## config.mk

```make
export PLATFORM = sky130hd
export DESIGN_NAME = approx_mul_err_monitor
export DESIGN_NICKNAME = d
export VERILOG_FILES = /design/src/rtl/approx_mon_pkg.sv /design/src/rtl/approx_ed_unit.sv /design/src/rtl/approx_mul_err_monitor.sv
export SDC_FILE = /design/constraint.sdc
export NUM_CORES = 1
export LEC_CHECK = 0
export BUFFER_PORTS_ARGS = -buffer_cell sky130_fd_sc_hd__buf_4
export CORE_UTILIZATION = 40
export DETAILED_ROUTE_END_ITERATION = 16
export HOLD_SLACK_MARGIN = 0.05
export RECOVER_POWER = 50
export SYNTH_ARGS = -nofsm -noshare
export SYNTH_HDL_FRONTEND = slang
export SYNTH_SLANG_ARGS = --single-unit
```

## constraint.sdc

```tcl
create_clock -name clk -period 4.86 [get_ports clk]
set_clock_uncertainty 0.05 [all_clocks]
set_input_delay 0.243 -clock clk [delete_from_list [all_inputs] [get_ports clk]]
set_output_delay 0.243 -clock clk [all_outputs]
set_load 0.05 [all_outputs]
```

## src/rtl/approx_mon_pkg.sv

```systemverilog
// approx_mon_pkg
//   Shared types and width helpers for the approximate-multiplier error monitor.
//   mon_state_t     : window FSM states (accept, drain, report)
//   ed_width        : signed error-distance width for a WIDTH x WIDTH multiplier
//   sum_aed_width   : width of the windowed sum of |ED|
//   sum_ed_width    : width of the windowed signed sum of ED
//   cnt_width       : width of the per-window sample / error counters
package approx_mon_pkg;

  typedef enum logic [1:0] {
    ST_ACCEPT = 2'd0,
    ST_DRAIN  = 2'd1,
    ST_REPORT = 2'd2
  } mon_state_t;

  function automatic int ed_width(input int w);
    return 2 * w + 1;
  endfunction

  function automatic int sum_aed_width(input int w, input int wl2);
    return 2 * w + wl2;
  endfunction

  function automatic int sum_ed_width(input int w, input int wl2);
    return 2 * w + wl2 + 1;
  endfunction

  function automatic int cnt_width(input int wl2);
    return wl2 + 1;
  endfunction

endpackage

```

## src/rtl/approx_ed_unit.sv

```systemverilog
// approx_ed_unit
//   Combinational exact multiply and error distance for one GenMul sample.
//   a, b : operands given to the approximate multiplier
//   p    : approximate product it returned
//   ed   : signed error distance p - a*b (2*WIDTH+1 bits, two's complement)
//   aed  : |ed|, always representable in 2*WIDTH bits
module approx_ed_unit
  import approx_mon_pkg::*;
#(
  parameter int WIDTH = 8
) (
  input  logic [WIDTH-1:0]         a,
  input  logic [WIDTH-1:0]         b,
  input  logic [2*WIDTH-1:0]       p,
  output logic signed [2*WIDTH:0] ed,
  output logic [2*WIDTH-1:0]       aed
);

  localparam int EW = ed_width(WIDTH);

  logic [2*WIDTH-1:0] exact;
  logic [EW-1:0]      ed_neg;

  always_comb begin
    exact  = {{WIDTH{1'b0}}, a} * {{WIDTH{1'b0}}, b};
    // one extra bit so both operands are non-negative before subtracting
    ed     = $signed({1'b0, p}) - $signed({1'b0, exact});
    ed_neg = -ed;
    aed    = ed[EW-1] ? ed_neg[2*WIDTH-1:0] : ed[2*WIDTH-1:0];
  end

endmodule

```

## src/rtl/approx_mul_err_monitor.sv

```systemverilog
// approx_mul_err_monitor
//   Windowed error statistics for an approximate multiplier under evaluation.
//   clk, rst_n         : clock, async active-low reset
//   clear              : synchronous flush, restarts the window
//   in_valid/in_ready  : sample handshake (in_a, in_b, in_p)
//   res_valid/res_ready: per-window record handshake
//   res_sum_aed        : sum of |ED|      res_sum_ed : signed sum of ED
//   res_max_aed        : max |ED|         res_wce_a/b: operands of first max
//   res_err_cnt        : samples with ED != 0
//
//   state      | meaning
//   -----------+-----------------------------------------------------------
//   ST_ACCEPT  | taking samples until 2**WINDOW_LOG2 have been accepted
//   ST_DRAIN   | no new samples; waiting for S1/S2 to empty into S3
//   ST_REPORT  | record presented and held until res_ready
module approx_mul_err_monitor
  import approx_mon_pkg::*;
#(
  parameter int WIDTH       = 8,
  parameter int WINDOW_LOG2 = 8
) (
  input  logic                           clk,
  input  logic                           rst_n,
  input  logic                           clear,
  input  logic                           in_valid,
  output logic                           in_ready,
  input  logic [WIDTH-1:0]               in_a,
  input  logic [WIDTH-1:0]               in_b,
  input  logic [2*WIDTH-1:0]             in_p,
  output logic                           res_valid,
  input  logic                           res_ready,
  output logic [2*WIDTH+WINDOW_LOG2-1:0] res_sum_aed,
  output logic [2*WIDTH+WINDOW_LOG2:0]   res_sum_ed,
  output logic [2*WIDTH-1:0]             res_max_aed,
  output logic [WIDTH-1:0]               res_wce_a,
  output logic [WIDTH-1:0]               res_wce_b,
  output logic [WINDOW_LOG2:0]           res_err_cnt
);

  localparam int CW = cnt_width(WINDOW_LOG2);
  localparam logic [CW-1:0] LAST = CW'((1 << WINDOW_LOG2) - 1);

  mon_state_t state;
  logic [CW-1:0] acc_cnt;
  logic          idle_q;
  logic          accept;
  logic          handshake;

  logic                   s1_v;
  logic [WIDTH-1:0]       s1_a, s1_b;
  logic [2*WIDTH-1:0]     s1_p;
  logic signed [2*WIDTH:0] ed_c;
  logic [2*WIDTH-1:0]     aed_c;

  logic                   s2_v;
  logic [WIDTH-1:0]       s2_a, s2_b;
  logic signed [2*WIDTH:0] s2_ed;
  logic [2*WIDTH-1:0]     s2_aed;

  // rst_n gates in_ready so it reads 0 while reset is held and 1 as soon as
  // it is released; idle_q inserts the one dead cycle after a record handshake
  assign in_ready  = rst_n && (state == ST_ACCEPT) && !idle_q;
  assign res_valid = (state == ST_REPORT);
  assign accept    = in_valid && in_ready;
  assign handshake = res_valid && res_ready;

  always_ff @(posedge clk or negedge rst_n) begin
    if (!rst_n) begin
      state   <= ST_ACCEPT;
      acc_cnt <= '0;
      idle_q  <= 1'b0;
    end else if (clear) begin
      state   <= ST_ACCEPT;
      acc_cnt <= '0;
      idle_q  <= 1'b0;
    end else begin
      idle_q <= 1'b0;
      case (state)
        ST_ACCEPT: begin
          if (accept) begin
            acc_cnt <= acc_cnt + 1'b1;
            if (acc_cnt == LAST) state <= ST_DRAIN;
          end
        end
        ST_DRAIN: begin
          if (!s1_v && !s2_v) state <= ST_REPORT;
        end
        ST_REPORT: begin
          if (res_ready) begin
            state   <= ST_ACCEPT;
            acc_cnt <= '0;
            idle_q  <= 1'b1;
          end
        end
        default: state <= ST_ACCEPT;
      endcase
    end
  end

  always_ff @(posedge clk or negedge rst_n) begin
    if (!rst_n) begin
      s1_v <= 1'b0;
      s1_a <= '0;
      s1_b <= '0;
      s1_p <= '0;
    end else begin
      s1_v <= accept && !clear;
      if (accept) begin
        s1_a <= in_a;
        s1_b <= in_b;
        s1_p <= in_p;
      end
    end
  end

  approx_ed_unit #(.WIDTH(WIDTH)) u_ed (
    .a   (s1_a),
    .b   (s1_b),
    .p   (s1_p),
    .ed  (ed_c),
    .aed (aed_c)
  );

  always_ff @(posedge clk or negedge rst_n) begin
    if (!rst_n) begin
      s2_v   <= 1'b0;
      s2_a   <= '0;
      s2_b   <= '0;
      s2_ed  <= '0;
      s2_aed <= '0;
    end else begin
      s2_v <= s1_v && !clear;
      if (s1_v) begin
        s2_a   <= s1_a;
        s2_b   <= s1_b;
        s2_ed  <= ed_c;
        s2_aed <= aed_c;
      end
    end
  end

  always_ff @(posedge clk or negedge rst_n) begin
    if (!rst_n) begin
      res_sum_aed <= '0;
      res_sum_ed  <= '0;
      res_max_aed <= '0;
      res_wce_a   <= '0;
      res_wce_b   <= '0;
      res_err_cnt <= '0;
    end else if (clear || handshake) begin
      res_sum_aed <= '0;
      res_sum_ed  <= '0;
      res_max_aed <= '0;
      res_wce_a   <= '0;
      res_wce_b   <= '0;
      res_err_cnt <= '0;
    end else if (s2_v) begin
      res_sum_aed <= res_sum_aed + {{WINDOW_LOG2{1'b0}}, s2_aed};
      res_sum_ed  <= res_sum_ed + {{WINDOW_LOG2{s2_ed[2*WIDTH]}}, s2_ed};
      res_err_cnt <= res_err_cnt + {{WINDOW_LOG2{1'b0}}, (s2_ed != '0)};
      // strict compare: the earliest sample keeps a tie
      if (s2_aed > res_max_aed) begin
        res_max_aed <= s2_aed;
        res_wce_a   <= s2_a;
        res_wce_b   <= s2_b;
      end
    end
  end

endmodule

```

==> results of run 1 <==
==> synthesized netlist by cell type, types with 14 or more instances <==
cell type,instances
a21o_1,30
a21oi_1,68
and2_1,42
and3_1,14
clkbuf_1,46
dfrtp_1,184
fa_1,51
ha_1,102
inv_1,111
mux2_2,31
mux2i_1,24
nand2_1,168
nand3_1,50
nand4_1,16
nor2_1,106
o21ai_0,69
o31ai_1,17
xnor2_1,40
xor2_1,30
==> worst max-delay path, delay by kind of cell (launching register included) <==
kind | cells | cell delay, ns
and+or+nand+nor | 5 | 0.88
buffers and inverters | 4 | 0.44
DFF | 1 | 0.44
adders and majority gates | 5 | 2.31
AOI/OAI and AO/OA | 5 | 0.81
==> final cells by class <==
class	instances	area, sq um
Fill cell	2950	15100
Multi-Input combinational cell	1001	7830
Sequential cell	184	4620
Timing Repair Buffer	266	1820
Tap cell	396	495
Clock buffer	20	457
Inverter	113	424
Clock inverter	12	138
==> through the flow <==
stage,setup slack (ns),setup TNS (ns),hold WS [ns]
2_1_floorplan,-0.102,-0.230,-0.103
3_3_place_gp,-0.315,-2.67,0.261
3_5_place_dp,-0.387,-3.47,0.261
4_1_cts,-0.189,-1.25,0.0510
5_1_grt,-0.389,-3.96,0.0760
6_report,-0.189,-1.31,0.0664
==> registers in the layout, indices dropped and copies added (netlist names), 2 cells and up <==
signal,cells
s1_p,16
state,2
res_err_cnt,9
s1_a,8
s1_b,8
s2_b,8
res_wce_a,8
res_max_aed,16
acc_cnt,9
s2_a,8
res_sum_aed,24
res_wce_b,8
s2_aed,15
s2_ed,17
res_sum_ed,25
==> routing by layer <==
layer | vias up | routed length, microns | track usage [%]
li1 | 5098 | - | -
met1 | 4982 | 15000 | 26.9
met2 | 216 | 15200 | 34.3
met3 | 44 | 988 | 2.87
met4 | 0 | 792 | 7.21
met5 | - | 0 | 0
==> what timing repair did <==
action | 4_1_cts | 5_1_grt
buffers inserted | 12 | 6
hold buffers | 34 | 0
hold endpoints to repair | 106 | 0
pin swaps | 21 | 19
gates resized for setup | 38 | 41
gates cloned | 0 | 1
setup endpoints to repair | 18 | 18
==> worst min-delay path by stage <==
stage | startpoint | endpoint | slack, ns | cells after the start
after floorplan | rst_n | acc_cnt[0] | -0.10 | 0
after global placement | rst_n | res_err_cnt[8] | 0.26 | 1
after detailed placement | rst_n | res_err_cnt[8] | 0.26 | 1
after CTS | res_ready | idle_q | 0.05 | 3
after global routing | res_ready | idle_q | 0.08 | 3
final | res_ready | idle_q | 0.07 | 3
==> where the power goes <==
group | internal [uW] | total, uW | leakage (uW) | switching [uW]
combinational | 3890 | 8360 | 0.00462 | 4470
sequential | 1850 | 2210 | 0.00237 | 360
clock | 795 | 1440 | 0.000293 | 646
total | 6530 | 12000 | 0.00729 | 5480
==> logic make-up after synthesis <==
logic type	share of synthesized area, %
buf+inv	5.50
flops	36.2
simple gates	17.3
xor+xnor	4.83
fa+ha+maj	18.1
compound gates	13.3
mux	4.76
==> summary.md, run 1 <==
| Metric | Value |
|---|---|
| Crit path cell chain | `buf_4 -> nand2_2 -> fa_1 -> fa_1 -> fa_1 -> inv_1 -> fa_1 -> inv_2 -> ha_4 -> nand2_2 -> o21ai_4 -> a211oi_2 -> a211o_1 -> and3_4 -> nor3_4 -> clkbuf_16 -> a21oi_1 -> or3_1 -> a31oi_1` |
| Drc violations | `0` |
| DP HPWL | `23.4 mm` |
| Design area | `0.0158 sq mm` |
| Post-synth ARST share | `100%` |
| Worst IR Drop VDD | `598 uV` |
| Seq/Total Area, Yosys | `36.2%` |
| Hold Vio Cnt, Final | `0` |
| Num rows | `64` |
| Die Wd | `180 microns` |
| Post-layout utilization of the core | `51.1%` |
| Area post-placement | `0.0147 sq mm` |
| DIE HEIGHT | `180 microns` |
| Critical path class | `flip-flop to flip-flop` |
| Post-Syn Area | `0.0127 sq mm` |
| Syn Inst Count | `1361` |
| Hold Crit Class | `primary input to flip-flop` |
| Layout area overhead | `24.2%` |
| Final total power | `12000 uW` |
| CTS Root Cell | `clkbuf_16` |
| Most frequent CP cell | `fa_1` |
| Power Dens Cells | `761 mW/mm^2` |
| Outcome | `finished, violations left` |
| Max Clock Freq | `198 MHz` |
| Largest net degree at the start of global routing | `78` |
| Final cell count without fillers | `1992` |
| Worst Setup SP | `s1_b[2]` |
| Max Cap Viol | `2` |
| Synth warn | `0` |
| Nets | `1773` |
| Failing checks | `capacitance limit, slew limit, setup timing` |
| Commonest non-fill, non-tap cell in the layout | `dfrtp_1` |
| IO Port Bufs | `128` |
| Max-slew violation count | `116` |
| Slowest stage cell on the critical path | `fa_1` |
| First-pass GRT wire length | `53.6 mm` |
| Leak | `0.00729 uW` |
| Relative slew slack | `-48.4%` |
| Worst-Margin Slew | `2.23 ns` |
| Seq cells post-synth | `184` |
| CP max stage delay | `0.55 ns` |
| FF-to-FF setup slack | `-0.19 ns` |
| H-tree Lvls | `4` |
| Worst Setup EP | `s2_aed[3]` |
| Later-pin clock latency in the skew report | `0.45 ns` |
| Worst-path clk slew | `0.08 ns` |
| Crit path max fanout | `7` |
| Placed cell count | `1908` |
| DR pass1 iterations | `5` |
| Num CTS Buffers | `17` |
| Area contributors post-synth | `dfrtp_1 36%, ha_1 10%, fa_1 8.0%` |
| Crit. End Element | `flip-flop` |
| Die Area | `0.0325 sq mm` |
| Synth Flop Type | `dfrtp_1` |
| Clock sinks | `184` |
| Initial drt markers | `673` |
| Vias/cell | `5.19` |
| Synth unique cells | `80` |
| Boundary Pins | `129` |
| GP Congestion | `0.863` |
| Starting Density | `41.1%` |
| Clock buffer depth | `2` |
| Min Tclk post-route | `5.05 ns` |
| CTS tree | `built` |
| Post-synth EDFFs | `0` |
| Final worst slack | `-0.189 ns` |
| Antenna-violating nets left | `0` |
| RSZ-0062 raised after global routing | `yes` |
| Critical Path RT | `5.17 ns` |
| Vias in the first global route | `10600` |
| Total GRT Usage | `20.4%` |
| Grt ovf | `0` |
| Synth top area share | `36.2%` |
| Vias | `10300` |
| Post-Synthesis Net Count | `1551` |
| Most frequent cells in the layout | `169 x dfrtp_1, 158 x nand2_1, 124 x buf_4, 106 x inv_1, 105 x nor2_1` |
| ANT cells | `0` |
| Post-Syn Area per Cell | `9.34 sq um` |
| FF-to-FF End | `s2_aed[3]` |
| Worst path arrival time | `5.36 ns` |
| Post-synth top area cell | `dfrtp_1` |
| Share of layout cells above drive strength 1 | `19.4%` |
| Reg2Reg Depth | `19` |
| Core Footprint | `0.0309 sq mm` |
| Worst r2r src | `s1_b[2]` |
| Tcrit/Tclk final | `104%` |
| Critical Path Source Type | `flip-flop` |
| Post-Route WL | `32.0 mm` |
| Final setup vio count | `13` |
| Routed WL per cell | `16.1 microns` |
| Initial antenna violation count | `0` |
Power figures use the tool's default switching activity.
==> run 2: changes to the inputs <==
- CTS_BUF_LIST: unset -> sky130_fd_sc_hd__clkbuf_4 sky130_fd_sc_hd__clkbuf_8 sky130_fd_sc_hd__clkbuf_16
==> run 2 against run 1 <==
The flow still finishes with violations (capacitance limit, slew limit, setup timing). Non-clock buffer count did not move. Worst hold slack improved by 0.00062 ns. Sequential power is essentially flat. Utilization about the same. Wire length shrank 0.21%. Global-route usage barely moved. Setup slack hardly changed. First-iteration DRC count is 5.1% higher. Register-to-register slack barely moved. Critical endpoint unchanged.
==> summary.md, run 2 (same netlist as run 1, synthesis figures left out) <==
| Metric | Value |
|---|---|
| Outcome | `finished, violations left` |
| Failing checks | `capacitance limit, slew limit, setup timing` |
| CP max stage delay | `0.55 ns (about the same)` |
| Crit path max fanout | `7 (unchanged)` |
| Post-layout utilization of the core | `51.1% (about the same)` |
| Worst hold start | `res_ready` |
| Core Footprint | `0.0309 sq mm (unchanged)` |
| Critical Path RT | `5.17 ns (about the same)` |
| Antenna-violating nets left | `0 (unchanged)` |
| Vias in the first global route | `10600 (-0.085%)` |
| Comb pwr share | `69.6% (about the same)` |
| Total GRT Usage | `20.4% (about the same)` |
| Biggest regs | `res_sum_ed: 25 flops, res_sum_aed: 24 flops, s2_ed: 17 flops` |
| Slowest stage cell on the critical path | `fa_1` |
| Biggest register | `res_sum_ed` |
| Largest register FFs | `25 (unchanged)` |
| CTS tree | `built` |
| Tcrit/Tclk final | `104% (about the same)` |
| Final cell count without fillers | `1992 (unchanged)` |
| Clk network pwr share | `12.0% (about the same)` |
| Top Family by Delay on Critical Path | `adder cells` |
| Filler instances | `2951 (+0.034%)` |
| Worst path arrival time | `5.36 ns (about the same)` |
| Worst Hold Path EP | `idle_q` |
| CP Depth | `19 (unchanged)` |
| Later-pin clock latency in the skew report | `0.45 ns (about the same)` |
| Grt ovf | `0 (unchanged)` |
| Die Wd | `180 microns (unchanged)` |
| Crit path cell chain | `buf_4 -> nand2_2 -> fa_1 -> fa_1 -> fa_1 -> inv_1 -> fa_1 -> inv_2 -> ha_4 -> nand2_2 -> o21ai_4 -> a211oi_2 -> a211o_1 -> and3_4 -> nor3_4 -> clkbuf_16 -> a21oi_1 -> or3_1 -> a31oi_1` |
| Starting Density | `41.1% (unchanged)` |
| Routed WL per cell | `16.0 microns (-0.21%)` |
| WHS | `0.0670 ns (+0.000617 ns)` |
| Hold depth | `3 (unchanged)` |
| Layout area overhead | `24.2% (about the same)` |
| Leak | `0.00729 uW (about the same)` |
| IO Port Bufs | `128 (unchanged)` |
| Crit. End Element | `flip-flop` |
| Pre-CTS setup slack | `-0.387 ns (unchanged)` |
| DR pass1 iterations | `5 (unchanged)` |
| CP bufs+invs | `4 (unchanged)` |
| Worst IR Drop VDD | `596 uV (-0.36%)` |
| CTS Root Cell | `clkbuf_16` |
| P_sw | `5480 uW (about the same)` |
| Reg2Reg Depth | `19 (unchanged)` |
| Placed cell count | `1908 (unchanged)` |
| Critical Path Source Type | `flip-flop` |
| Hold Vio Cnt, Final | `0 (unchanged)` |
| Seq pwr share | `18.4% (about the same)` |
| Drc violations | `0 (unchanged)` |
| Min Tclk post-route | `5.05 ns (+0.000242 ns)` |
| Most frequent cells in the layout | `169 x dfrtp_1, 158 x nand2_1, 124 x buf_4, 106 x inv_1, 105 x nor2_1` |
| Num rows | `64 (unchanged)` |
| Multi-input logic area | `0.00783 sq mm (unchanged)` |
| Relative slew slack | `-48.6% (-0.22 points)` |
| DIE HEIGHT | `180 microns (unchanged)` |
| H-tree Lvls | `4 (unchanged)` |
| Clock sinks | `184 (unchanged)` |
| Share of layout cells above drive strength 1 | `19.4% (+0.063 points)` |
| FF-to-FF End | `s2_aed[3]` |
| Vias | `10400 (+0.37%)` |
| Largest net degree at the start of global routing | `78 (unchanged)` |
| Initial antenna violation count | `0 (unchanged)` |
| Max Clock Freq | `198 MHz (about the same)` |
| Worst-path clk slew | `0.08 ns (about the same)` |
| Setup TNS | `-1.32 ns (-0.0143 ns)` |
| Num CTS Buffers | `17 (unchanged)` |
| Max Cap Viol | `2 (unchanged)` |
| Initial drt markers | `707 (+5.1%)` |
| Post-Route WL | `31.9 mm (-0.21%)` |
| Clock buffer depth | `2 (unchanged)` |
| Worst-Margin Slew | `2.23 ns (+0.00327 ns)` |
| ANT cells | `0 (unchanged)` |
| FF-to-FF setup slack | `-0.19 ns (about the same)` |
| Sequential cell area | `0.00462 sq mm (unchanged)` |
| Commonest non-fill, non-tap cell in the layout | `dfrtp_1` |
| GP Congestion | `0.863 (unchanged)` |
| Final setup vio count | `13 (unchanged)` |
| RSZ-0062 raised after global routing | `yes` |
| Boundary Pins | `129 (unchanged)` |
| Nets | `1773 (unchanged)` |
| Vias/cell | `5.21 (+0.37%)` |
| Most frequent CP cell | `fa_1` |
| Worst r2r src | `s1_b[2]` |
| Max-slew violation count | `116 (unchanged)` |
| Critical path class | `flip-flop to flip-flop` |
| Sw frac | `45.6% (about the same)` |
| First-pass GRT wire length | `53.6 mm (about the same)` |
| Hold Crit Class | `primary input to flip-flop` |
| Internal Pwr Total | `6540 uW (about the same)` |
| Power Dens Cells | `761 mW/mm^2 (about the same)` |
| Die Area | `0.0325 sq mm (unchanged)` |
| DP HPWL | `23.4 mm (unchanged)` |
| Final worst slack | `-0.189 ns (-0.000242 ns)` |
==> run 2: cell types whose count changed in the layout (fill, tap and decap cells not counted) <==
cell / previous run / this run
clkbuf_1: 94 / 93
clkbuf_4: 0 / 1
==> run 2: worst register-to-register path, stage by stage (launching register included) <==
cell       delay, ns
dfrtp_2         0.44
buf_4           0.14
nand2_2         0.05
fa_1            0.55
fa_1            0.44
fa_1            0.50
inv_1           0.05
fa_1            0.54
inv_2           0.05
ha_4            0.29
nand2_2         0.06
o21ai_4         0.15
a211oi_2        0.09
a211o_1         0.35
and3_4          0.18
nor3_4          0.27
clkbuf_16       0.21
a21oi_1         0.06
or3_1           0.32
a31oi_1         0.16
==> run 2: layout make-up <==
cell class              instances  share of cell area (%)
clock buffers                  20                    2.92
clock inverters                12                   0.872
inverters                     113                    2.69
multi-input cells            1001                    49.6
flip-flops and latches        184                    29.3
well taps                     396                    3.14
repair buffers                266                    11.5
==> run 2: what timing repair did <==
item / 4_1_cts / 5_1_grt
hold buffers: 34 / 0
buffers inserted: 12 / 6
cloned: 0 / 1
setup endpoints to repair: 18 / 18
endpoints found under the hold margin: 106 / 0
resized for setup: 38 / 41
pin swaps: 21 / 19
==> run 2: layer usage <==
metal,global-route usage [%],vias up,wire length (microns),share of wire [%]
li1,-,5101,-,-
met1,26.9,5001,14900,47
met2,34.3,232,15200,48
met3,2.87,44,1060,3.3
met4,7.21,0,779,2.4
met5,0,-,0,0
==> run 2: how the worst max path moves through the flow <==
stage,endpoint,slack (ns),start
2_1_floorplan,s2_aed[15],-0.10,s1_b[4]
3_3_place_gp,s2_aed[15],-0.32,s1_a[5]
3_5_place_dp,s2_aed[15],-0.39,s1_a[5]
4_1_cts,s2_aed[12],-0.19,s1_b[2]
5_1_grt,s2_aed[13],-0.39,s1_a[3]
6_report,s2_aed[3],-0.19,s1_b[2]
==> run 2: power by group through the flow <==
stage / Clock [uW] / Combinational, uW / Sequential, uW
finish: 1440 / 8370 / 2210
global route: 1530 / 9150 / 2260
CTS: 1480 / 8050 / 2220
detailed placement: 0 / 7400 / 2250
global placement: 0 / 7270 / 2240
floorplan: 0 / 4530 / 2450
==> run 2: through the flow <==
stage / total power [uW] / instance area [sq um]
floorplan: 6980 / 12900
detailed placement: 9640 / 14700
finish: 12000 / 15800
global placement: 9510 / 14700
CTS: 11800 / 15900
global route: 12900 / 15800
==> run 3: changes to the inputs <==
- ABC_AREA: unset -> 1
==> run 3 against run 2 <==
The run ends with capacitance limit, slew limit left. First-iteration DRC count shrank 7.2%. Highest routed layer unchanged. Critical endpoint is now s2_aed[14]. Critical path depth grew 4. Via count grew 14%. Maximum frequency grew 10%. Synthesized cell count grew 31%. Non-clock buffer count shrank 80. Sequential share of layout area grew 0.39 points. Sequential cell count is the same. Final area shrank 1.4%.
==> summary.md, run 3 <==
| Metric | Value |
|---|---|
| Final setup vio count | `0 (-13)` |
| Critical Path Source Type | `flip-flop` |
| Post-Syn Area per Cell | `7.59 sq um (-19%)` |
| Post-synth ARST share | `100% (unchanged)` |
| Critical Path RT | `5.15 ns (-0.02 ns)` |
| Hold Crit Class | `primary input to asynchronous set/reset pin` |
| Initial antenna violation count | `0 (unchanged)` |
| Vias in the first global route | `11600 (+9.2%)` |
| ANT cells | `0 (unchanged)` |
| Max Cap Viol | `2 (unchanged)` |
| Synth Area in XOR/XNOR | `1.75% (-3.1 points)` |
| Adder-cell share of the synthesized area | `17.0% (-1.1 points)` |
| Share of layout cells above drive strength 1 | `9.02% (-10 points)` |
| Boundary Pins | `129 (unchanged)` |
| H-tree Lvls | `4 (unchanged)` |
| Filler instances | `3361 (+14%)` |
| FF-to-FF setup slack | `0.29 ns (+0.48 ns)` |
| DIE HEIGHT | `186 microns (+3.1%)` |
| RSZ-0062 raised after global routing | `yes` |
| Post-Synthesis Net Count | `1971 (+27%)` |
| Later-pin clock latency in the skew report | `0.46 ns (about the same)` |
| Biggest regs | `res_sum_ed: 25 flops, res_sum_aed: 24 flops, s2_ed: 17 flops` |
| Synth top area share | `34.1% (-2.2 points)` |
| Hold Vio Cnt, Final | `0 (unchanged)` |
| Starting Density | `41.1% (about the same)` |
| Critical path class | `flip-flop to flip-flop` |
| Largest register FFs | `25 (unchanged)` |
| Synth warn | `0 (unchanged)` |
| Setup TNS | `0 ns (+1.32 ns)` |
| Final worst slack | `0.287 ns (+0.476 ns)` |
| Largest family of logic cells by synthesized area | `simple AND/OR/NAND/NOR gates` |
| Worst-Margin Slew | `1.68 ns (-0.545 ns)` |
| Post-synthesis compound-gate area fraction | `9.82% (-3.4 points)` |
| First-pass GRT wire length | `57.4 mm (+7.1%)` |
| Total GRT Usage | `21.1% (+0.66 points)` |
| Syn Inst Count | `1781 (+31%)` |
| Simple-gate share of the synthesized area | `26.3% (+9.0 points)` |
| Tcrit/Tclk final | `94.1% (-9.8 points)` |
| Grt ovf | `0 (unchanged)` |
| Most frequent cells in the layout | `459 x nand2_1, 264 x inv_1, 172 x dfrtp_1, 150 x nand3_1, 116 x nor2_1` |
| Antenna-violating nets left | `0 (unchanged)` |
| Max Clock Freq | `219 MHz (+10%)` |
| Top-count cell post-synth | `nand2_1` |
| Post-layout utilization of the core | `47.4% (-3.7 points)` |
| Die Area | `0.0345 sq mm (+6.3%)` |
| Num CTS Buffers | `17 (unchanged)` |
| Post-Syn Area | `0.0135 sq mm (+6.3%)` |
| Post-Route WL | `35.0 mm (+9.5%)` |
| Synth Flop Type | `dfrtp_1` |
| Layout area overhead | `15.2%` |
| WHS | `0.263 ns (+0.196 ns)` |
| Post-synth top area cell | `dfrtp_1` |
| Min Tclk post-route | `4.57 ns (-0.476 ns)` |
| Seq cells post-synth | `184 (unchanged)` |
| Routed WL per cell | `14.7 microns (-8.5%)` |
| Max-slew violation count | `131 (+13%)` |
| Worst path arrival time | `4.86 ns (-0.50 ns)` |
| Synth unique cells | `45 (-44%)` |
| DR pass1 iterations | `8 (+3)` |
| Multiplexer share of the synthesized area | `1.67% (-3.1 points)` |
| Core Footprint | `0.0329 sq mm (+6.3%)` |
| IO Port Bufs | `128 (unchanged)` |
| Failing checks | `capacitance limit, slew limit` |
| Clock sinks | `184 (unchanged)` |
| Synth cell count leaders | `459 x nand2_1, 265 x inv_1, 184 x dfrtp_1, 150 x nand3_1, 116 x nor2_1` |
| Drc violations | `0 (unchanged)` |
| Clock buffer depth | `2 (unchanged)` |
| GP Congestion | `0.883 (+2.3%)` |
| Area contributors post-synth | `dfrtp_1 34%, nand2_1 13%, ha_1 9.4%` |
| Biggest register | `res_sum_ed` |
| Relative slew slack | `-12.3% (+36 points)` |
| Nets | `2118 (+19%)` |
| Initial drt markers | `656 (-7.2%)` |
| Crit. End Element | `flip-flop` |
| Largest net degree at the start of global routing | `69 (-12%)` |
| Commonest non-fill, non-tap cell in the layout | `nand2_1` |
| Num rows | `66 (+3.1%)` |
| DP HPWL | `26.4 mm (+13%)` |
| CTS tree | `built` |
| CTS Root Cell | `clkbuf_16` |
| Crit path max fanout | `10 (+3)` |
| Seq/Total Area, Yosys | `34.1% (-2.2 points)` |
| Vias/cell | `4.98 (-4.5%)` |
| Pre-CTS setup slack | `0.162 ns (+0.549 ns)` |
| Outcome | `finished, violations left` |
| Die Wd | `186 microns (+3.1%)` |
| Post-synth EDFFs | `0 (unchanged)` |
| Vias | `11900 (+14%)` |
| Worst-path clk slew | `0.08 ns (about the same)` |
## run 3: cell count changes in the layout (fill, tap and decap cells not counted), moves of 21 or more
| cell | delta |
|---|---|
| nand2_1 | +301 |
| mux2i_1 | -24 |
| o21ai_0 | +25 |
| inv_1 | +158 |
| o21ai_1 | +21 |
| nand3_1 | +101 |
| a21oi_1 | +34 |
| xnor2_1 | -21 |
| a21o_1 | -24 |
| buf_4 | -68 |
| and2_1 | -34 |
## run 3: worst paths after layout
| check | startpoint | endpoint | cells after the start |
|---|---|---|---|
| max | s1_a[7] | s2_aed[14] | 23 |
| min | rst_n | res_sum_ed[20] | 2 |
| max reg2reg | s1_a[7] | s2_aed[14] | 23 |
| min reg2reg | s2_a[3] | s2_a[3] | 2 |
| max in group asynchronous | rst_n | s1_b[4] | 3 |
| min in group clk | in_valid | s1_p[3] | 3 |
## run 3: per-layer routing
| metal | share of wire, % | vias up | track usage [%] |
|---|---|---|---|
| li1 | - | 6012 | - |
| met4 | 1.7 | 0 | 5.80 |
| met2 | 48 | 210 | 36.2 |
| met5 | 0 | - | 0 |
| met3 | 3.6 | 32 | 2.88 |
| met1 | 47 | 5604 | 27.6 |
## run 3: per-stage QoR
step | area, sq um | instances
6_report | 15600 | 2383
5_1_grt | 15600 | 2383
3_3_place_gp | 14900 | 2310
4_1_cts | 15800 | 2377
3_5_place_dp | 14900 | 2310
2_1_floorplan | 13500 | 1781
## run 3: critical path, cell delays in order (launching register included)
cell and delay (ns):
dfrtp_2 0.51, nand2_1 0.10, inv_1 0.06, fa_1 0.50
inv_1 0.07, fa_1 0.48, fa_1 0.50, inv_1 0.06
fa_1 0.52, inv_1 0.04, ha_1 0.34, nand2_1 0.14
inv_1 0.05, nand2_1 0.06, nand2_1 0.07, nand2_1 0.10
nand3_2 0.11, a21oi_2 0.15, nand2_1 0.07, nand2_2 0.13
buf_4 0.18, nand2_1 0.06, nand2_1 0.05, nand3_1 0.06
## run 3: logic make-up after synthesis
family | count (synthesis)
buffers and inverters | 330
adder cells (fa/ha/maj) | 153
flip-flops | 184
AND/OR/NAND/NOR | 823
AO/OA/AOI/OAI | 244
XOR/XNOR | 27
multiplexers | 20
## run 3: cell type report
class                      count  area (sq um)  share of cell area (%)
sequential                   184          4620                    29.7
clock buffer                  17           425                    2.73
tap                          442           553                    3.55
inverter                     272          1020                    6.58
timing repair buffer         186          1140                    7.33
multi-input combinational   1267          7650                    49.1
clock inverter                15           155                   0.997
## run 3: timing repair
| item | CTS | global route |
|---|---|---|
| buffers inserted | 0 | 6 |
| endpoints found under the hold margin | 90 | 0 |
| hold buffers | 35 | 0 |
| resized for setup | 0 | 17 |
| setup endpoints to repair | 0 | 15 |
Power of run 3 is not shown: default switching activity piles up to over one toggle a cycle in this logic, so the estimate is an artifact.
